===== src/rtl/mips_pkg.sv =====
// Shared MIPS store definitions: low three opcode bits of the store family and
// the byte-enable patterns used to steer data onto the four 8-bit bus lanes.
package mips_pkg;

  typedef enum logic [2:0] {
    OP_SB  = 3'b000,
    OP_SH  = 3'b001,
    OP_SWL = 3'b010,
    OP_SW  = 3'b011,
    OP_SWR = 3'b110
  } store_op_t;

  localparam logic [3:0] BE_NONE = 4'b0000;
  localparam logic [3:0] BE_B0   = 4'b0001;
  localparam logic [3:0] BE_H0   = 4'b0011;
  localparam logic [3:0] BE_H1   = 4'b1100;
  localparam logic [3:0] BE_L3   = 4'b0111;
  localparam logic [3:0] BE_U3   = 4'b1110;
  localparam logic [3:0] BE_B3   = 4'b1000;
  localparam logic [3:0] BE_W    = 4'b1111;

  // Word-aligned bus address for any byte address.
  function automatic logic [31:0] word_addr(input logic [31:0] a);
    return {a[31:2], 2'b00};
  endfunction

endpackage


===== src/rtl/mips_store_formatter_if.sv =====
// CPU store request plus Avalon-style write bus seen by the store formatter.
// slave: the formatter; master: the CPU/memory side driving requests and stalls.
interface mips_store_formatter_if #(
  parameter int ADDR_W = 32,
  parameter int DATA_W = 32
);
  logic                  req_valid;
  logic                  req_ready;
  logic [2:0]            req_op;
  logic [ADDR_W-1:0]     req_addr;
  logic [DATA_W-1:0]     req_data;
  logic [ADDR_W-1:0]     bus_address;
  logic                  bus_write;
  logic                  bus_waitrequest;
  logic [DATA_W-1:0]     bus_writedata;
  logic [DATA_W/8-1:0]   bus_byteenable;
  logic                  done;
  logic                  err;

  modport slave (
    input  req_valid, req_op, req_addr, req_data, bus_waitrequest,
    output req_ready, bus_address, bus_write, bus_writedata, bus_byteenable,
           done, err
  );

  modport master (
    output req_valid, req_op, req_addr, req_data, bus_waitrequest,
    input  req_ready, bus_address, bus_write, bus_writedata, bus_byteenable,
           done, err
  );
endinterface


===== src/rtl/mips_store_lane_mux.sv =====
// Combinational lane steering for SB/SH/SW/SWL/SWR: byte enables, shifted write
// data, and a reject flag for misaligned halfword/word stores or unknown opcodes.
module mips_store_lane_mux
  import mips_pkg::*;
(
  input  logic [2:0]  op,
  input  logic [1:0]  offset,
  input  logic [31:0] rt,
  output logic [3:0]  be,
  output logic [31:0] wdata,
  output logic        misaligned
);

  always_comb begin
    be         = BE_NONE;
    wdata      = '0;
    misaligned = 1'b0;
    case (op)
      OP_SB: begin
        be    = BE_B0 << offset;
        wdata = {4{rt[7:0]}};
      end
      OP_SH: begin
        wdata = {2{rt[15:0]}};
        case (offset)
          2'd0:    be = BE_H0;
          2'd2:    be = BE_H1;
          default: misaligned = 1'b1;
        endcase
      end
      OP_SW: begin
        wdata = rt;
        if (offset == 2'd0) be = BE_W;
        else                misaligned = 1'b1;
      end
      // SWL writes the upper bytes of rt into the low lanes up to the offset.
      OP_SWL: begin
        case (offset)
          2'd0: begin be = BE_B0; wdata = {24'h0, rt[31:24]}; end
          2'd1: begin be = BE_H0; wdata = {16'h0, rt[31:16]}; end
          2'd2: begin be = BE_L3; wdata = {8'h0,  rt[31:8]};  end
          default: begin be = BE_W; wdata = rt; end
        endcase
      end
      // SWR writes the lower bytes of rt into the lanes from the offset upward.
      OP_SWR: begin
        case (offset)
          2'd0: begin be = BE_W;  wdata = rt; end
          2'd1: begin be = BE_U3; wdata = {rt[23:0], 8'h0};  end
          2'd2: begin be = BE_H1; wdata = {rt[15:0], 16'h0}; end
          default: begin be = BE_B3; wdata = {rt[7:0], 24'h0}; end
        endcase
      end
      default: misaligned = 1'b1;
    endcase
  end

endmodule


===== src/rtl/mips_store_formatter.sv =====
// Store formatter: accepts one CPU store, issues a single byte-enabled bus write
// (held through waitrequest), then pulses done, or done+err for rejected requests.
module mips_store_formatter
  import mips_pkg::*;
#(
  parameter int ADDR_W = 32,
  parameter int DATA_W = 32
) (
  input logic                  clk,
  input logic                  rst,
  mips_store_formatter_if.slave sif
);

  localparam logic [1:0] S_IDLE  = 2'd0;
  localparam logic [1:0] S_WRITE = 2'd1;
  localparam logic [1:0] S_RESP  = 2'd2;

  logic [1:0]        state;
  logic              err_q;
  logic [ADDR_W-1:0] addr_q;
  logic [DATA_W-1:0] wdata_q;
  logic [3:0]        be_q;

  logic [3:0]        lane_be;
  logic [31:0]       lane_wdata;
  logic              lane_bad;

  mips_store_lane_mux u_lane_mux (
    .op         (sif.req_op),
    .offset     (sif.req_addr[1:0]),
    .rt         (sif.req_data),
    .be         (lane_be),
    .wdata      (lane_wdata),
    .misaligned (lane_bad)
  );

  always_ff @(posedge clk) begin
    if (!rst) begin
      state   <= S_IDLE;
      err_q   <= 1'b0;
      addr_q  <= '0;
      wdata_q <= '0;
      be_q    <= BE_NONE;
    end else begin
      case (state)
        // Accept: rejected requests leave the bus registers untouched.
        S_IDLE: begin
          if (sif.req_valid) begin
            if (lane_bad) begin
              state <= S_RESP;
              err_q <= 1'b1;
            end else begin
              state   <= S_WRITE;
              err_q   <= 1'b0;
              addr_q  <= {sif.req_addr[ADDR_W-1:2], 2'b00};
              wdata_q <= lane_wdata;
              be_q    <= lane_be;
            end
          end
        end
        S_WRITE: begin
          if (!sif.bus_waitrequest) state <= S_RESP;
        end
        S_RESP:  state <= S_IDLE;
        default: state <= S_IDLE;
      endcase
    end
  end

  assign sif.req_ready      = (state == S_IDLE);
  assign sif.bus_write      = (state == S_WRITE);
  assign sif.bus_address    = addr_q;
  assign sif.bus_writedata  = wdata_q;
  assign sif.bus_byteenable = be_q;
  assign sif.done           = (state == S_RESP);
  assign sif.err            = (state == S_RESP) & err_q;

endmodule

===== src/flat_wrapper.sv =====
// flat-port wrapper written by rule: the top's interface ports become plain ports
module mips_store_formatter_flat import mips_pkg::*;
#(
  parameter int ADDR_W = 32,
  parameter int DATA_W = 32
)
  (clk, rst, sif_req_valid, sif_req_op, sif_req_addr, sif_req_data, sif_bus_waitrequest, sif_req_ready, sif_bus_address, sif_bus_write, sif_bus_writedata, sif_bus_byteenable, sif_done, sif_err);
  mips_store_formatter_if #(.ADDR_W(ADDR_W), .DATA_W(DATA_W)) sif_i ();
  input logic clk;
  input logic rst;
  input wire logic [$bits(sif_i.req_valid)-1:0] sif_req_valid;
  input wire logic [$bits(sif_i.req_op)-1:0] sif_req_op;
  input wire logic [$bits(sif_i.req_addr)-1:0] sif_req_addr;
  input wire logic [$bits(sif_i.req_data)-1:0] sif_req_data;
  input wire logic [$bits(sif_i.bus_waitrequest)-1:0] sif_bus_waitrequest;
  output wire logic [$bits(sif_i.req_ready)-1:0] sif_req_ready;
  output wire logic [$bits(sif_i.bus_address)-1:0] sif_bus_address;
  output wire logic [$bits(sif_i.bus_write)-1:0] sif_bus_write;
  output wire logic [$bits(sif_i.bus_writedata)-1:0] sif_bus_writedata;
  output wire logic [$bits(sif_i.bus_byteenable)-1:0] sif_bus_byteenable;
  output wire logic [$bits(sif_i.done)-1:0] sif_done;
  output wire logic [$bits(sif_i.err)-1:0] sif_err;
  assign sif_i.req_valid = sif_req_valid;
  assign sif_i.req_op = sif_req_op;
  assign sif_i.req_addr = sif_req_addr;
  assign sif_i.req_data = sif_req_data;
  assign sif_i.bus_waitrequest = sif_bus_waitrequest;
  assign sif_req_ready = sif_i.req_ready;
  assign sif_bus_address = sif_i.bus_address;
  assign sif_bus_write = sif_i.bus_write;
  assign sif_bus_writedata = sif_i.bus_writedata;
  assign sif_bus_byteenable = sif_i.bus_byteenable;
  assign sif_done = sif_i.done;
  assign sif_err = sif_i.err;
  mips_store_formatter #(.ADDR_W(ADDR_W), .DATA_W(DATA_W)) u_core (.clk(clk), .rst(rst), .sif(sif_i));
endmodule

===== config.mk =====
export PLATFORM = sky130hd
export DESIGN_NAME = mips_store_formatter_flat
export DESIGN_NICKNAME = d
export VERILOG_FILES = /design/src/rtl/mips_pkg.sv /design/src/rtl/mips_store_formatter_if.sv /design/src/rtl/mips_store_lane_mux.sv /design/src/rtl/mips_store_formatter.sv /design/src/flat_wrapper.sv
export SDC_FILE = /design/constraint.sdc
export NUM_CORES = 1
export LEC_CHECK = 0
export BUFFER_PORTS_ARGS = -buffer_cell sky130_fd_sc_hd__buf_2
export CAP_MARGIN = 10
export CORE_UTILIZATION = 29
export CTS_BUF_LIST = sky130_fd_sc_hd__clkbuf_8
export CTS_CLUSTER_DIAMETER = 50
export DETAILED_ROUTE_END_ITERATION = 6
export SYNTH_ARGS = -nofsm -noshare
export SYNTH_HDL_FRONTEND = slang
export SYNTH_SLANG_ARGS = --single-unit

===== constraint.sdc =====
create_clock -name clk -period 2 [get_ports clk]
set_input_delay 0.4 -clock clk [delete_from_list [all_inputs] [get_ports clk]]
set_output_delay 0.4 -clock clk [all_outputs]
set_load 0.01 [all_outputs]

Yosys cells after proc, flatten, opt, wreduce, memory -nomap -nowiden
Cells that the tools add are included.
{"block": "classes", "bitwise": 2, "shifts": 1, "multipliers": 0, "n_addsub": 0, "n_mux": 16, "n_div": 0, "order_cmp": 0, "reduce_logical": 8, "eq_ne": 10}
{"op": "case mux 32 bit (3 select lines)", "count": 2}
{"op": "case mux 32 bit (5 select lines)", "count": 1}
{"op": "case mux 4 bit (5 select lines)", "count": 1}
{"op": "case mux 4 bit (3 select lines)", "count": 1}
{"op": "case mux 3 bit (3 select lines)", "count": 1}
{"op": "case mux 4 bit (2 select lines)", "count": 1}
{"op": "== test 3 x 2 -> 1 bit (second input constant)", "count": 2}
{"op": "2-to-1 mux 2 bit", "count": 3}
{"op": "== test 2 x 1 -> 1 bit (second input constant)", "count": 2}
{"op": "== test 2 bit (second input constant)", "count": 2}
{"op": "logical NOT 2 bit", "count": 2}
{"op": "2-to-1 mux 4 bit", "count": 1}
{"op": "inequality test 2 bit (second input constant)", "count": 2}
{"op": "case mux 2 bit (2 select lines)", "count": 1}
{"op": "AND reduction 2 bit", "count": 2}
{"op": "<< shifter 1 x 2 -> 4 bit (first input constant)", "count": 1}
{"op": "== test 3 x 1 -> 1 bit (second input constant)", "count": 1}
{"op": "== test 3 bit (second input constant)", "count": 1}
{"op": "logical NOT 3 bit", "count": 1}
{"op": "2-to-1 mux 1 bit", "count": 3}
{"op": "case mux 1 bit (3 select lines)", "count": 1}
{"op": "AND reduction 3 bit", "count": 1}
{"op": "OR reduction 3 bit", "count": 1}
{"op": "OR reduction 2 bit", "count": 1}
{"op": "2 further kinds", "count": 2}
{"block": "totals", "latch_bits": 0, "mem_bits_ro": 0, "reg_bits": 69, "word_cells": 42, "ramBits": 0, "mem_count": 0}

Logic depth before layout (Yosys ltp)
{"block": "logic_depth", "word_depth": 7, "depth_mapped": 7, "mapped_depth_nobuf": 4}

Hierarchy
From an unflattened synthesis, not the netlist that was laid out.
{"block": "unflattened", "cells_unflattened": 496, "area_unflattened_um2": 4235.3}
{"module": "mips_store_formatter", "cells_per_inst": 307, "area_each_um2": 2796.4, "instances": 1}
{"module": "mips_store_lane_mux", "cells_per_inst": 189, "area_each_um2": 1438.9, "instances": 1}

Worst setup path before layout
No wires, ideal clock.
{"block": "synth_path", "kind": "input port to flip-flop", "from": "input sif_req_addr[0]", "to": "register u_core.wdata_q[0] (netlist: u_core.sif.bus_writedata[0])", "path_buffers": 2, "path_slack_ps": 315, "stages": 5, "arrival_ps": 1563, "cell_sequence": "buf_2 buf_6 mux4_2 a221oi_1 nor2_1"}
{"block": "synth_via", "elab_chain_cells": 6}
{"element": "start: declaration", "line": "flat_wrapper.sv:13", "text": "input wire logic [$bits(sif_i.req_addr)-1:0] sif_req_addr;"}
{"element": "== test 2 bit / logical NOT 2 bit (equally long branches)"}
{"element": "OR reduction 2 bit (no line)"}
{"element": "2-to-1 mux 1 bit", "line": "mips_store_lane_mux.sv:25", "text": "case (offset)"}
{"element": "case mux 1 bit (3 select lines)", "line": "mips_store_lane_mux.sv:18", "text": "case (op)"}
{"element": "inverter 1 bit (no line)"}
{"element": "AND reduction 3 bit (no line)"}
{"element": "end signal: assignment", "line": "mips_store_formatter.sv:56", "text": "wdata_q <= lane_wdata;"}
{"element": "end: declaration", "line": "mips_store_formatter.sv:21", "text": "logic [DATA_W-1:0] wdata_q;"}
Several ways; a longest one is shown, not always the timed one.
A chain may end at the register's enable or synchronous reset.

Worst setup path in the final report
{"block": "layout_path", "from": "input sif_req_addr[0]", "to": "register u_core.wdata_q[1] (netlist: u_core.sif.bus_writedata[1])"}
Same word-level chain as after synthesis.

==> out/qor.yml <==
maxSlewViolCount: 0
crit_chain: "buf_2 > buf_4 > mux4_2 > a221oi_1 > nor2_1"
globalRouteTotalUtil: 0.1956
cellLeakagePower_nw: 2.113
layout-drive-gt1-share: 0.3739
die_height_um: 112.6
drc: 0
hold_buffers: 0
drt_first_pass_iters: 7
dp_hpwl_mm: 8.834
cts_buffer_depth: 2
synth-xor-area-share: 0.004935
crit_type: "in2reg"
synthTopCellsByCount: "69 x dfxtp_1, 62 x nand2_1, 39 x a21oi_1"
required_ps: 2230
io_pins: 143
coreArea_sq_um: 11960
synth_compound_area_frac: 0.3179
max_freq_ghz: 0.6069
ir_worst_vdd_v: 0.0002226
hold_class: "in2reg"
r2r_slack_ps: 470
dr_total_vias: 3785
routed_via_density: 5.361
cts_tree: "built"
tns_ps: 0
initial_utilization: 0.2968
grt-ovfl-total: 0
area_growth_pct: 33.73
cts_sinks: 69
grt_setup_unrepaired: "no"
ant_nets: 0
ys_top_cells_by_area: "dfxtp_1 39%, nand2_1 6.6%, a21oi_1 5.5%"
netlist_instances: 410
critPathArrivalTime_ps: 1880
routabilityCongestion: 0.8998
post-cts-setup-buffers: 0
utilization: 0.3969
cts_made_buffers: 9
regArea_sq_um: 1381
antenna_found_initial: 0
dieArea_sq_um: 12690
synth-simple-area-share: 0.1403
final_nets: 626
synthAdderAreaFrac: 0
drv_cap: 0
setup_violations: 0
cp_slowest_cell: "mux4_2"
synth.avg_cell_area_sq_um: 8.658
p_total_w: 0.003274
status: "completed"
antenna_cells: 0
multi_input_comb_area_sq_um: 1949
synth_edf_count: 0
fillCellCount: 1240
ctsRootBufferMaster: "clkbuf_8"
power_density_nw_per_um2: 689.7
synth-seq-cells: 69
ys_async_sr_fraction: 0
post_cts_resized: 0
ctsHtreeMaxLevel: 3
die_x_um: 112.6
ys.flop_type: "dfxtp_1"
crit_path_end_kind: "register"
clock_latency_ps: 350
drt_iter0_markers: 344
critical-path-top-delay-family: "multiplexers"
synth_top_family_by_area: "compound AO/OA/AOI/OAI gates"
syn_area_sq_um: 3550
grt_start_max_net_pins: 70
yosys_warnings: 0
muxShareOfSynthArea: 0.07896
fin_crit_sh: 0.8239
ys_types: 44
max_stage_delay_ps: 540
path_buf_inv: 2
port_buffers: 140
synth_top_area_frac: 0.3891
grt_pass1_vias: 3597
finalWirelength_mm: 12.04
path_clk_slew_ps: 80
finalHoldViolCount: 0
wl_per_cell_um: 17.05
path_max_fanout: 13
std_cell_rows: 40
ys_seq_area_frac: 0.3891
worst_setup_path_start_kind: "primary input"
synth.most_common_cell: "dfxtp_1"
synth_top_area_cell: "dfxtp_1"
skew_ps: 12.09
grt_pass1_wl_mm: 19.22
min_period_ps: 1648
==> sequential cells by signal, indices dropped and copies added, names as in the netlist <==
register                   cells
u_core.sif.bus_address        30
u_core.state                   2
u_core.sif.bus_byteenable      4
u_core.sif.bus_writedata      32
u_core.err_q                   1
==> per-stage QoR <==
stage | hold slack (ps) | worst slack (ps) | cell area (sq um) | std cells
6_report | 292.2 | 352.3 | 4747 | 706
5_1_grt | 283.3 | 301.9 | 4747 | 706
4_1_cts | 272.5 | 383.7 | 4747 | 706
3_5_place_dp | 449.4 | 38.01 | 4588 | 691
3_3_place_gp | 438.3 | 84.93 | 4588 | 691
2_1_floorplan | 458.5 | 314.6 | 3553 | 411
==> where the power goes <==
part | internal, W | switching (W) | total [W] | leakage [nW]
registers | 0.00147 | 0.0000454 | 0.00151 | 0.564
logic | 0.000349 | 0.000436 | 0.000785 | 1.45
clock network | 0.000460 | 0.000515 | 0.000975 | 0.0957
total | 0.00228 | 0.000996 | 0.00327 | 2.11
==> area by class of cell <==
type / instances / share of cell area
timing repair buffer: 176 / 0.2230
tap: 147 / 0.03875
clock inverter: 5 / 0.004481
multi-input combinational: 295 / 0.4106
sequential: 69 / 0.2910
clock buffer: 10 / 0.02899
inverter: 4 / 0.003163
==> metal layers <==
layer | GRT usage | vias to the layer above | wire length [um]
met2 | 0.2951 | 207 | 5180
met5 | 0 | - | 0
met4 | 0.07467 | 0 | 267
li1 | - | 1803 | -
met1 | 0.2730 | 1759 | 5598
met3 | 0.04050 | 16 | 993
==> worst paths after layout <==
kind / cells past startpoint / startpoint / end
worst max register to register: 6 / u_core.state[1] / u_core.sif.bus_writedata[18]
worst min-delay path: 3 / sif_req_addr[30] / u_core.sif.bus_address[30]
worst max-delay path: 5 / sif_req_addr[0] / u_core.sif.bus_writedata[1]
worst min register to register: 2 / u_core.sif.bus_address[30] / u_core.sif.bus_address[30]
==> cell usage in the layout, fill, tap and decap left out, types with 2 or more instances in the layout <==
| master | instances |
|---|---|
| inv_1 | 7 |
| a31oi_1 | 10 |
| nand2_1 | 62 |
| a21boi_1 | 5 |
| a221oi_1 | 8 |
| and2_1 | 4 |
| a21oi_1 | 39 |
| buf_2 | 140 |
| a21o_1 | 3 |
| a222oi_1 | 16 |
| conb_1 | 2 |
| dfxtp_1 | 69 |
| nor2b_1 | 13 |
| nor2_1 | 16 |
| a32oi_1 | 8 |
| buf_12 | 7 |
| a21boi_0 | 25 |
| mux4_2 | 8 |
| clkinv_2 | 2 |
| mux2_2 | 8 |
| clkbuf_8 | 10 |
| nor3b_1 | 3 |
| a22o_1 | 8 |
| o21ai_0 | 37 |
| xnor2_1 | 2 |
| buf_4 | 29 |
==> cells by family (layout without fill, tap and decap cells) <==
kind of cell,count (synthesis),count (layout)
AOI/OAI and AO/OA,167,167
and+or+nand+nor,107,107
DFF,69,69
buffers and inverters,47,195
muxes,17,17
xor gates and xnor gates,2,2
other,1,2
==> worst min-delay path, delay by kind of cell <==
family,cells,cell delay (ps)
simple gates,1,40
buf+inv,1,100
compound gates,1,50
No activity file was read; power rests on OpenSTA's default activity.
